--- src/rtl/aes_pio_sequencer.sv ---
// HPS PIO <-> AES core sequencer: four-phase req/ack with software, key-schedule
// caching, core start/completion tracking, abort and timeout recovery.
module aes_pio_sequencer #(
  parameter int unsigned TIMEOUT_CYCLES = 1024
) (
  input  logic         clk_clk,
  input  logic         reset_reset_n,
  input  logic [7:0]   hps_control_i,
  input  logic [31:0]  hps_key_0_i,
  input  logic [31:0]  hps_key_1_i,
  input  logic [31:0]  hps_key_2_i,
  input  logic [31:0]  hps_key_3_i,
  input  logic [31:0]  hps_data_0_i,
  input  logic [31:0]  hps_data_1_i,
  input  logic [31:0]  hps_data_2_i,
  input  logic [31:0]  hps_data_3_i,
  output logic         fpga_control_o,
  output logic [31:0]  fpga_data_0_o,
  output logic [31:0]  fpga_data_1_o,
  output logic [31:0]  fpga_data_2_o,
  output logic [31:0]  fpga_data_3_o,
  output logic [3:0]   status_o,
  output logic [127:0] aes_key_o,
  output logic         aes_key_load_o,
  input  logic         aes_key_ready_i,
  output logic [127:0] aes_din_o,
  output logic         aes_decrypt_o,
  output logic         aes_start_o,
  input  logic         aes_done_i,
  input  logic [127:0] aes_dout_i
);
  typedef enum logic [2:0] {
    S_IDLE, S_CAPTURE, S_KEY_LOAD, S_KEY_WAIT, S_START, S_RUN_WAIT, S_ACK
  } state_t;

  // Captured request: key, block and mode travel together.
  typedef struct packed {
    logic [127:0] key;
    logic [127:0] din;
    logic         dec;
  } op_t;

  localparam logic [15:0] TMO_LAST = 16'(TIMEOUT_CYCLES - 1);

  state_t       state_q, state_d;
  op_t          op_q, op_d;
  logic [127:0] cache_q, cache_d;
  logic [127:0] data_q, data_d;
  logic [15:0]  timer_q, timer_d;
  logic         req_q, key_valid_q, key_valid_d;
  logic         err_q, err_d, tmo_q, tmo_d;

  logic [127:0] hps_key, hps_din;
  logic         req_rise, abort, reload, expired;
  logic         unused_ctrl;

  assign hps_key     = {hps_key_0_i, hps_key_1_i, hps_key_2_i, hps_key_3_i};
  assign hps_din     = {hps_data_0_i, hps_data_1_i, hps_data_2_i, hps_data_3_i};
  assign req_rise    = hps_control_i[0] & ~req_q;
  assign abort       = hps_control_i[7];
  assign reload      = ~key_valid_q | hps_control_i[2] | (hps_key != cache_q);
  // Timer reads 0 in KEY_LOAD/START and counts every cycle after, so expiry
  // lands the ACK exactly TIMEOUT_CYCLES cycles after the load/start pulse.
  assign expired     = (timer_q == TMO_LAST);
  assign unused_ctrl = ^hps_control_i[6:3];

  // State and datapath registers; every output resets to zero.
  always_ff @(posedge clk_clk or negedge reset_reset_n) begin
    if (!reset_reset_n) begin
      state_q     <= S_IDLE;
      op_q        <= '0;
      cache_q     <= '0;
      data_q      <= '0;
      timer_q     <= '0;
      req_q       <= 1'b0;
      key_valid_q <= 1'b0;
      err_q       <= 1'b0;
      tmo_q       <= 1'b0;
    end else begin
      state_q     <= state_d;
      op_q        <= op_d;
      cache_q     <= cache_d;
      data_q      <= data_d;
      timer_q     <= timer_d;
      req_q       <= hps_control_i[0];
      key_valid_q <= key_valid_d;
      err_q       <= err_d;
      tmo_q       <= tmo_d;
    end
  end

  // Next-state and datapath updates; abort beats completion, completion beats timeout.
  always_comb begin
    state_d     = state_q;
    op_d        = op_q;
    cache_d     = cache_q;
    data_d      = data_q;
    timer_d     = timer_q;
    key_valid_d = key_valid_q;
    err_d       = err_q;
    tmo_d       = tmo_q;
    unique case (state_q)
      S_IDLE: if (req_rise) state_d = S_CAPTURE;
      S_CAPTURE: begin
        op_d    = '{key: hps_key, din: hps_din, dec: hps_control_i[1]};
        err_d   = 1'b0;
        timer_d = '0;
        if (abort) begin
          state_d = S_ACK; err_d = 1'b1; data_d = '0;
        end else if (reload) state_d = S_KEY_LOAD;
        else state_d = S_START;
      end
      S_KEY_LOAD: begin
        key_valid_d = 1'b0;
        timer_d     = timer_q + 16'd1;
        if (abort) begin
          state_d = S_ACK; err_d = 1'b1; data_d = '0;
        end else state_d = S_KEY_WAIT;
      end
      S_KEY_WAIT: begin
        timer_d = timer_q + 16'd1;
        if (abort) begin
          state_d = S_ACK; err_d = 1'b1; data_d = '0; key_valid_d = 1'b0;
        end else if (aes_key_ready_i) begin
          state_d = S_START; cache_d = op_q.key; key_valid_d = 1'b1; timer_d = '0;
        end else if (expired) begin
          state_d = S_ACK; err_d = 1'b1; tmo_d = 1'b1; data_d = '0; key_valid_d = 1'b0;
        end
      end
      S_START: begin
        timer_d = timer_q + 16'd1;
        if (abort) begin
          state_d = S_ACK; err_d = 1'b1; data_d = '0;
        end else state_d = S_RUN_WAIT;
      end
      S_RUN_WAIT: begin
        timer_d = timer_q + 16'd1;
        if (abort) begin
          state_d = S_ACK; err_d = 1'b1; data_d = '0;
        end else if (aes_done_i) begin
          state_d = S_ACK; data_d = aes_dout_i;
        end else if (expired) begin
          state_d = S_ACK; err_d = 1'b1; tmo_d = 1'b1; data_d = '0; key_valid_d = 1'b0;
        end
      end
      S_ACK: if (!hps_control_i[0]) state_d = S_IDLE;
      default: state_d = S_IDLE;
    endcase
  end

  assign fpga_control_o = (state_q == S_ACK);
  assign aes_key_load_o = (state_q == S_KEY_LOAD);
  assign aes_start_o    = (state_q == S_START);
  assign aes_key_o      = op_q.key;
  assign aes_din_o      = op_q.din;
  assign aes_decrypt_o  = op_q.dec;
  assign {fpga_data_0_o, fpga_data_1_o, fpga_data_2_o, fpga_data_3_o} = data_q;
  assign status_o = {tmo_q, key_valid_q, err_q,
                     (state_q != S_IDLE) && (state_q != S_ACK)};
endmodule
--- config.mk ---
export PLATFORM = sky130hd
export DESIGN_NAME = aes_pio_sequencer
export DESIGN_NICKNAME = d
export VERILOG_FILES = /design/src/rtl/aes_pio_sequencer.sv
export SDC_FILE = /design/constraint.sdc
export NUM_CORES = 1
export LEC_CHECK = 0
export CAP_MARGIN = 40
export CORE_AREA = 5 5 308 310
export DETAILED_ROUTE_END_ITERATION = 12
export DIE_AREA = 0 0 313 315
export PLACE_DENSITY_LB_ADDON = 0.12
export REMOVE_ABC_BUFFERS = 1
export SYNTH_ARGS = -nofsm -noshare
export SYNTH_HDL_FRONTEND = slang
export SYNTH_SLANG_ARGS = --single-unit
--- constraint.sdc ---
create_clock -name clk_clk -period 2.8 [get_ports clk_clk]
set_clock_uncertainty 0.1 [all_clocks]
set_input_delay 0.28 -clock clk_clk [delete_from_list [all_inputs] [get_ports clk_clk]]
set_output_delay 0.28 -clock clk_clk [all_outputs]
set_load 0.01 [all_outputs]
==> flow_summary.yaml, run 1 <==
grt:
  antenna_found_initial: 37
  grt_pass1_wl_mm: 135
  grt_pass1_vias: 20093
  grt_max_degree: 83
  grtUsageTotal_pct: 18.0
  grt_overflow_total: 0
drt:
  wirelength_mm: 92.3
  first_pass_iters: 5
  vias: 18730
  ant_nets: 0
  drt_iter0_markers: 1074
  viasPerCell: 4.66
  wl_per_cell_um: 22.9
  remaining_drc_errors: 0
synthesis:
  ys_ff_latch: 536
  synth_top_flop_cell: "dfrtp_1"
  synth_top_area_cell: "dfrtp_1"
  synth_area_leaders: "dfrtp_1 58%, mux2_2 18%, o21ai_0 7.6%, nor2_1 2.4%, o21ai_1 1.6%"
  synthArstFlopShare_pct: 100
  yosysSeqAreaShare_pct: 58.1
  synth.most_common_cell: "dfrtp_1"
  yosys_warnings: 0
  synth.area.mux_share_pct: 17.8
  synth_area_per_cell_um2: 11.8
  synth_xor_area_share_pct: 2.96
  ys_top_cells_by_count: "536 x dfrtp_1, 365 x mux2_2, 350 x o21ai_0"
  synth_compound_area_share_pct: 12.0
  synth_cells: 1958
  synth_top_family_by_area: "multiplexers"
  synth_top_area_share_pct: 58.1
  synth_edf_count: 0
  synth-simple-area-share_pct: 5.84
  netlist_area_mm2: 0.0231
  yosysUniqueCellTypes: 52
  synth_fa_ha_area_share_pct: 0.0542
placed_design:
  placed_area_mm2: 0.0330
  dpl.hpwl_mm: 69.8
  port_buffers: 783
  gp_congestion: 0.812
sta:
  setup_viol: 0
  min_period_ns: 2.63
  rsz0062_at_grt: "false"
  max_freq_mhz: 380
  finalHoldViolCount: 0
  slew_headroom_pct: 55.0
  final.setup.tns_ns: 0
  maxSlewViolCount: 0
  tightest_slew_ns: 0.675
  timing.final.crit_share_pct: 93.9
layout:
  n_fill_cell: 8927
  area_growth_syn_to_layout_pct: 52.7
  fin_area_mm2: 0.0353
  layout.nets: 3171
  layout-drive-gt1-share_pct: 20.3
min_path:
  hold_class: "input pin to async pin"
clock_network:
  root_buffer: "clkbuf_16"
  h-tree-depth: 3
  numCtsBuffers: 68
  clk-insertion-delay-late_ns: 0.60
  cts_hold_buf: 1
  cts_sinks: 536
  cts_tree: "yes"
  cts_resized: 0
  postCtsSetupBuffers: 0
  path_clk_slew_ns: 0.06
  cts_buffer_depth: 3
pwr:
  peakVddDrop_mv: 0.519
  pwr-share-seq_pct: 35.9
  p_comb_share_pct: 39.2
  p_switching_mw: 11.8
  clockPowerShare_pct: 24.9
  p_sw_share_pct: 33.3
  pwr_density_cell_mw_per_mm2: 1000
  intPower_mw: 23.6
  p_leak_nw: 14.5
critical_path:
  worst_path_largest_cell_delay_ns: 0.58
  cp_slowest_cell: "clkdlybuf4s50_1"
  crit_arrival_ns: 2.25
  path_cells: "nand2b_1, buf_4, nand3_1, clkdlybuf4s50_1"
  endpoint_kind: "output port"
  startpoint_type: "register"
  worstSetupPathType: "register to output port"
  cp_data_required_time_ns: 2.42
  critPathMaxFanout: 10
die:
  floorplan.initialDensity_pct: 25.3
  io_pins: 788
  die_h_um: 315
  core-area_mm2: 0.0914
  fp.dieW_um: 313
  placementRows: 111
  die-area_mm2: 0.0986
job:
  drv_cap: 0
outcome:
  status: "completed"
per-stage QoR:
step                      instances  worst slack (ns)  power [mW]  utilization, %  hold slack [ns]
after floorplan                1832             -9.21        18.8               -           -0.116
after global placement         3888            -0.240        26.7            36.1            0.215
after detailed placement       3889            -0.160        26.9            36.1            0.223
after CTS                      4010            0.0858        36.2            38.6            0.125
after global routing           4020           0.00904        37.6            38.6            0.153
final                          4022             0.171        35.4            38.6            0.179
area by class of cell:
type                    count  area, um2  area share (%)
inverters                  51        191           0.543
multi-input cells        1245       8990            25.5
repair buffers            872       8910            25.3
clock inverters            22        272           0.770
flip-flops and latches    536      13400            38.0
clock buffers              98       1980            5.60
diodes                     12       30.0          0.0851
well taps                1186       1480            4.21
power groups by stage:
stage	Clock (mW)	Combinational [mW]	Sequential [mW]
after global placement	0	14.0	12.7
after floorplan	0	5.36	13.4
after global routing	9.47	15.0	13.1
final	8.82	13.9	12.7
after CTS	9.19	14.2	12.8
after detailed placement	0	14.1	12.8
worst max-delay path: cells and delay by family, from the launching register on:
kind,cells,cell delay (ns)
buf+inv,2,0.79
flops,1,0.51
simple gates,2,0.35
metal layers:
layer	wire length, um	track usage (%)	up-vias	share of wire [%]
met5	70	0	-	0.076
met4	2200	5.13	10	2.4
met3	8850	7.08	144	9.6
met2	46800	32.0	697	51
met1	34400	20.2	9297	37
li1	-	-	8582	-
cell usage in the layout (no fill, tap or decap), types with 24 or more instances in the layout:
| master | n |
|---|---|
| nor2b_1 | 24 |
| buf_4 | 56 |
| buf_12 | 32 |
| nand2_1 | 41 |
| clkbuf_16 | 69 |
| o21ai_1 | 72 |
| clkdlybuf4s50_1 | 782 |
| o21ai_0 | 350 |
| dfrtp_1 | 536 |
| mux2_2 | 365 |
| xor2_1 | 39 |
| xnor2_1 | 39 |
| inv_1 | 49 |
| nor2_1 | 145 |
sequential cells by signal, summed over array words and instances (netlist names), 3 cells and up:
register / flops
aes_din_o: 128
aes_key_o: 128
timer_q: 16
data_q: 128
cache_q: 128
state_q: 3
cell families (layout without fill, tap and decap cells):
| kind of cell | count (synthesis) | after routing |
|---|---|---|
| AO/OA/AOI/OAI | 511 | 511 |
| XOR/XNOR | 78 | 78 |
| adder cells (fa/ha/maj) | 1 | 1 |
| buffers and inverters | 177 | 1043 |
| flip-flops | 536 | 536 |
| multiplexers | 365 | 365 |
| other | 0 | 12 |
| AND/OR/NAND/NOR | 290 | 290 |
worst paths after layout:
path | cells after the start | end | slack, ns | start
max reg2reg | 6 | state_q[1] | 0.27 | cache_q[88]
min in group clk_clk | 2 | aes_din_o[79] | 0.18 | hps_data_1_i[15]
max in group asynchronous | 3 | aes_key_o[86] | 1.47 | reset_reset_n
min | 2 | data_q[49] | 0.18 | reset_reset_n
max | 4 | status_o[0] | 0.17 | state_q[2]
min reg2reg | 2 | data_q[70] | 0.39 | data_q[70]
Power figures use the tool's default switching activity.
==> run 2: changes to the inputs <==
--- a/config.mk
+++ b/config.mk
@@ -5,10 +5,12 @@
 export SDC_FILE = /design/constraint.sdc
 export NUM_CORES = 1
 export LEC_CHECK = 0
+export ABC_AREA = 1
 export CAP_MARGIN = 40
-export CORE_AREA = 5 5 308 310
+export CORE_AREA = 5 5 301 303
 export DETAILED_ROUTE_END_ITERATION = 12
-export DIE_AREA = 0 0 313 315
+export DIE_AREA = 0 0 306 308
+export MAX_ROUTING_LAYER = met4
 export PLACE_DENSITY_LB_ADDON = 0.12
 export REMOVE_ABC_BUFFERS = 1
 export SYNTH_ARGS = -nofsm -noshare
==> constraint.sdc (replaced) <==
create_clock -name clk_clk -period 2.8 [get_ports clk_clk]
set_clock_uncertainty 0.1 [all_clocks]
set_input_delay 0.56 -clock clk_clk [delete_from_list [all_inputs] [get_ports clk_clk]]
set_output_delay 0.56 -clock clk_clk [all_outputs]
set_load 0.01 [all_outputs]
==> run 2 against run 1 <==
Count of clock-buffer cells in the layout increased by 3. Sequential share of layout area shrank 0.52 points. Critical path type unchanged. Cell area up 1.4%.
==> flow_summary.yaml, run 2 <==
clock_network:
  clk-insertion-delay-late_ns: 0.61
  cts_sinks: 536
  root_buffer: "clkbuf_16"
  cts_tree: "yes"
  cts_buffer_depth: 3
  numCtsBuffers: 68
  path_clk_slew_ns: 0.05
  h-tree-depth: 3
die:
  placementRows: 109
  fp.dieW_um: 306
  floorplan.initialDensity_pct: 27.3
  core-area_mm2: 0.0877
  die-area_mm2: 0.0942
  io_pins: 788
  die_h_um: 308
synthesis:
  synth_area_leaders: "dfrtp_1 56%, nand2_1 17%, o21ai_0 9.5%, inv_1 5.6%, o211ai_1 4.0%"
  ys_ff_latch: 536
  synth_top_flop_cell: "dfrtp_1"
  synthArstFlopShare_pct: 100
  yosys_warnings: 0
  synth_area_per_cell_um2: 8.12
  synth_cells: 2953
  synth_top_area_cell: "dfrtp_1"
  synth.most_common_cell: "nand2_1"
  yosysSeqAreaShare_pct: 55.9
  synth_top_area_share_pct: 55.9
  ys_top_cells_by_count: "1070 x nand2_1, 536 x dfrtp_1, 453 x o21ai_0"
  netlist_area_mm2: 0.0240
  synth_edf_count: 0
  yosysUniqueCellTypes: 37
layout:
  final_common_cell: "nand2_1"
  area_growth_syn_to_layout_pct: 49.1
  fin_util_pct: 40.8
  fin_area_mm2: 0.0358
  final_cell_mix: "1068 x nand2_1, 780 x clkdlybuf4s50_1, 535 x dfrtp_1"
  layout-drive-gt1-share_pct: 4.66
  layout.nets: 4102
outcome:
  status: "completed"
sta:
  max_freq_mhz: 377
  min_period_ns: 2.65
  timing.final.crit_share_pct: 94.6
  slew_headroom_pct: 23.3
  finalHoldViolCount: 0
  rsz0062_at_grt: "false"
  maxSlewViolCount: 0
  tightest_slew_ns: 1.15
  setup_viol: 0
grt:
  grt_pass1_vias: 21832
  grt_pass1_wl_mm: 142
  grt_max_degree: 198
  grt_overflow_total: 0
  grtUsageTotal_pct: 20.1
  antenna_found_initial: 24
placed_design:
  dpl.hpwl_mm: 69.5
  gp_congestion: 0.835
  placed_area_mm2: 0.0334
  port_buffers: 783
drt:
  first_pass_iters: 5
  remaining_drc_errors: 0
  ant_nets: 0
  viasPerCell: 4.42
  wirelength_mm: 96.0
  vias: 21845
  drt_iter0_markers: 1383
  wl_per_cell_um: 19.4
pwr:
  p_switching_mw: 14.6
  p_sw_share_pct: 37.7
  p_leak_nw: 16.4
  p_total_mw: 38.7
  p_comb_share_pct: 41.9
  pwr-share-seq_pct: 35.0
  clockPowerShare_pct: 23.1
  pwr_density_cell_mw_per_mm2: 1080
  intPower_mw: 24.1
  peakVddDrop_mv: 0.644
min_path:
  worstHoldPathCells: 2
  hold_class: "register to register"
critical_path:
  endpoint_kind: "output port"
  ff2ff_path_depth: 12
  worst_path_largest_cell_delay_ns: 0.58
  path_cells: "inv_2, nand3_2, inv_1, clkdlybuf4s50_1"
  worstSetupPathType: "register to output port"
  cp_slowest_cell: "clkdlybuf4s50_1"
  crit_arrival_ns: 1.99
  cp_data_required_time_ns: 2.14
  critPathMaxFanout: 6
  startpoint_type: "register"
job:
  drv_cap: 0
[run 2: cell types whose count changed after synthesis, moves of 23 or more]
cell	previous run	this run
xor2_1	39	6
mux2_2	365	0
buf_2	45	19
nor2_1	147	93
o21ai_0	350	453
o21ai_1	73	42
nor2b_1	24	0
o211ai_1	2	128
xnor2_1	39	16
clkbuf_1	71	115
nand2_1	41	1070
inv_1	50	358
[run 2: timing repair]
item,CTS,global route
endpoints found under the setup margin,1,2
setup buffers,0,0
hold endpoints to repair,24,0
hold buffers,1,0
pin swaps,0,0
resized for setup,1,4
[run 2: path summary, 6_finish.rpt]
path | startpoint | end | slack, ns
setup / recovery | state_q[2] | aes_key_load_o | 0.15
hold / removal | aes_din_o[61] | aes_din_o[61] | 0.37
setup reg to reg | timer_q[0] | data_q[63] | 0.41
hold reg to reg | aes_din_o[61] | aes_din_o[61] | 0.37
max in group asynchronous | reset_reset_n | aes_din_o[21] | 1.36
min in group asynchronous | reset_reset_n | aes_key_o[18] | 0.39
[run 2: power groups by stage]
stage	Clock (mW)	Sequential (mW)	Combinational (mW)
after floorplan	0	14.5	5.97
after global placement	0	13.6	16.5
after detailed placement	0	13.5	16.6
after CTS	9.29	13.6	16.6
after global routing	9.58	14.0	17.9
final	8.96	13.5	16.2
[run 2: cells by family (layout without fill, tap and decap cells)]
family                     after synthesis  in the layout  synth area share, %
AOI/OAI and AO/OA                      661            661                 15.3
xor gates and xnor gates                22             22                0.804
adders and majority gates                1              1               0.0522
buffers and inverters                  522           1325                 8.51
DFF                                    536            536                 55.9
other                                    0             24                    0
and+or+nand+nor                       1211           1211                 19.4
[run 2: area by class of cell]
cell class                 instances  area [um2]
clock buffer                     101        1950
clock inverter                    20         307
antenna                           24        60.1
inverter                         366        1390
multi-input combinational       1895        8550
sequential                       536       13400
timing repair buffer             838        8630
fill                            8793       51900
tap                             1165        1460
[run 2: worst max-delay path, delay by kind of cell (launching register included)]
| kind | cells | cell delay [ns] |
|---|---|---|
| buf+inv | 3 | 0.84 |
| flops | 1 | 0.42 |
| simple gates | 1 | 0.16 |
[run 2: routing by layer]
layer / up-vias / GRT usage [%] / wire [um] / part of all wire (%)
li1: 10860 / - / - / -
met1: 10277 / 23.7 / 38600 / 40
met2: 576 / 33.2 / 47500 / 49
met3: 132 / 6.02 / 6930 / 7.2
met4: 0 / 6.81 / 2960 / 3.1
met5: - / - / 0 / 0
[run 2: per-stage QoR]
| step | setup slack, ns | setup TNS (ns) | hold slack, ns | instances |
|---|---|---|---|---|
| detailed placement | 0.0899 | 0 | 0.364 | 4799 |
| CTS | 0.0204 | 0 | 0.323 | 4921 |
| global route | 0.0263 | 0 | 0.355 | 4945 |
| global placement | 0.0783 | 0 | 0.361 | 4799 |
| floorplan | -5.11 | -1653.49 | 0.164 | 2797 |
| finish | 0.150 | 0 | 0.375 | 4945 |
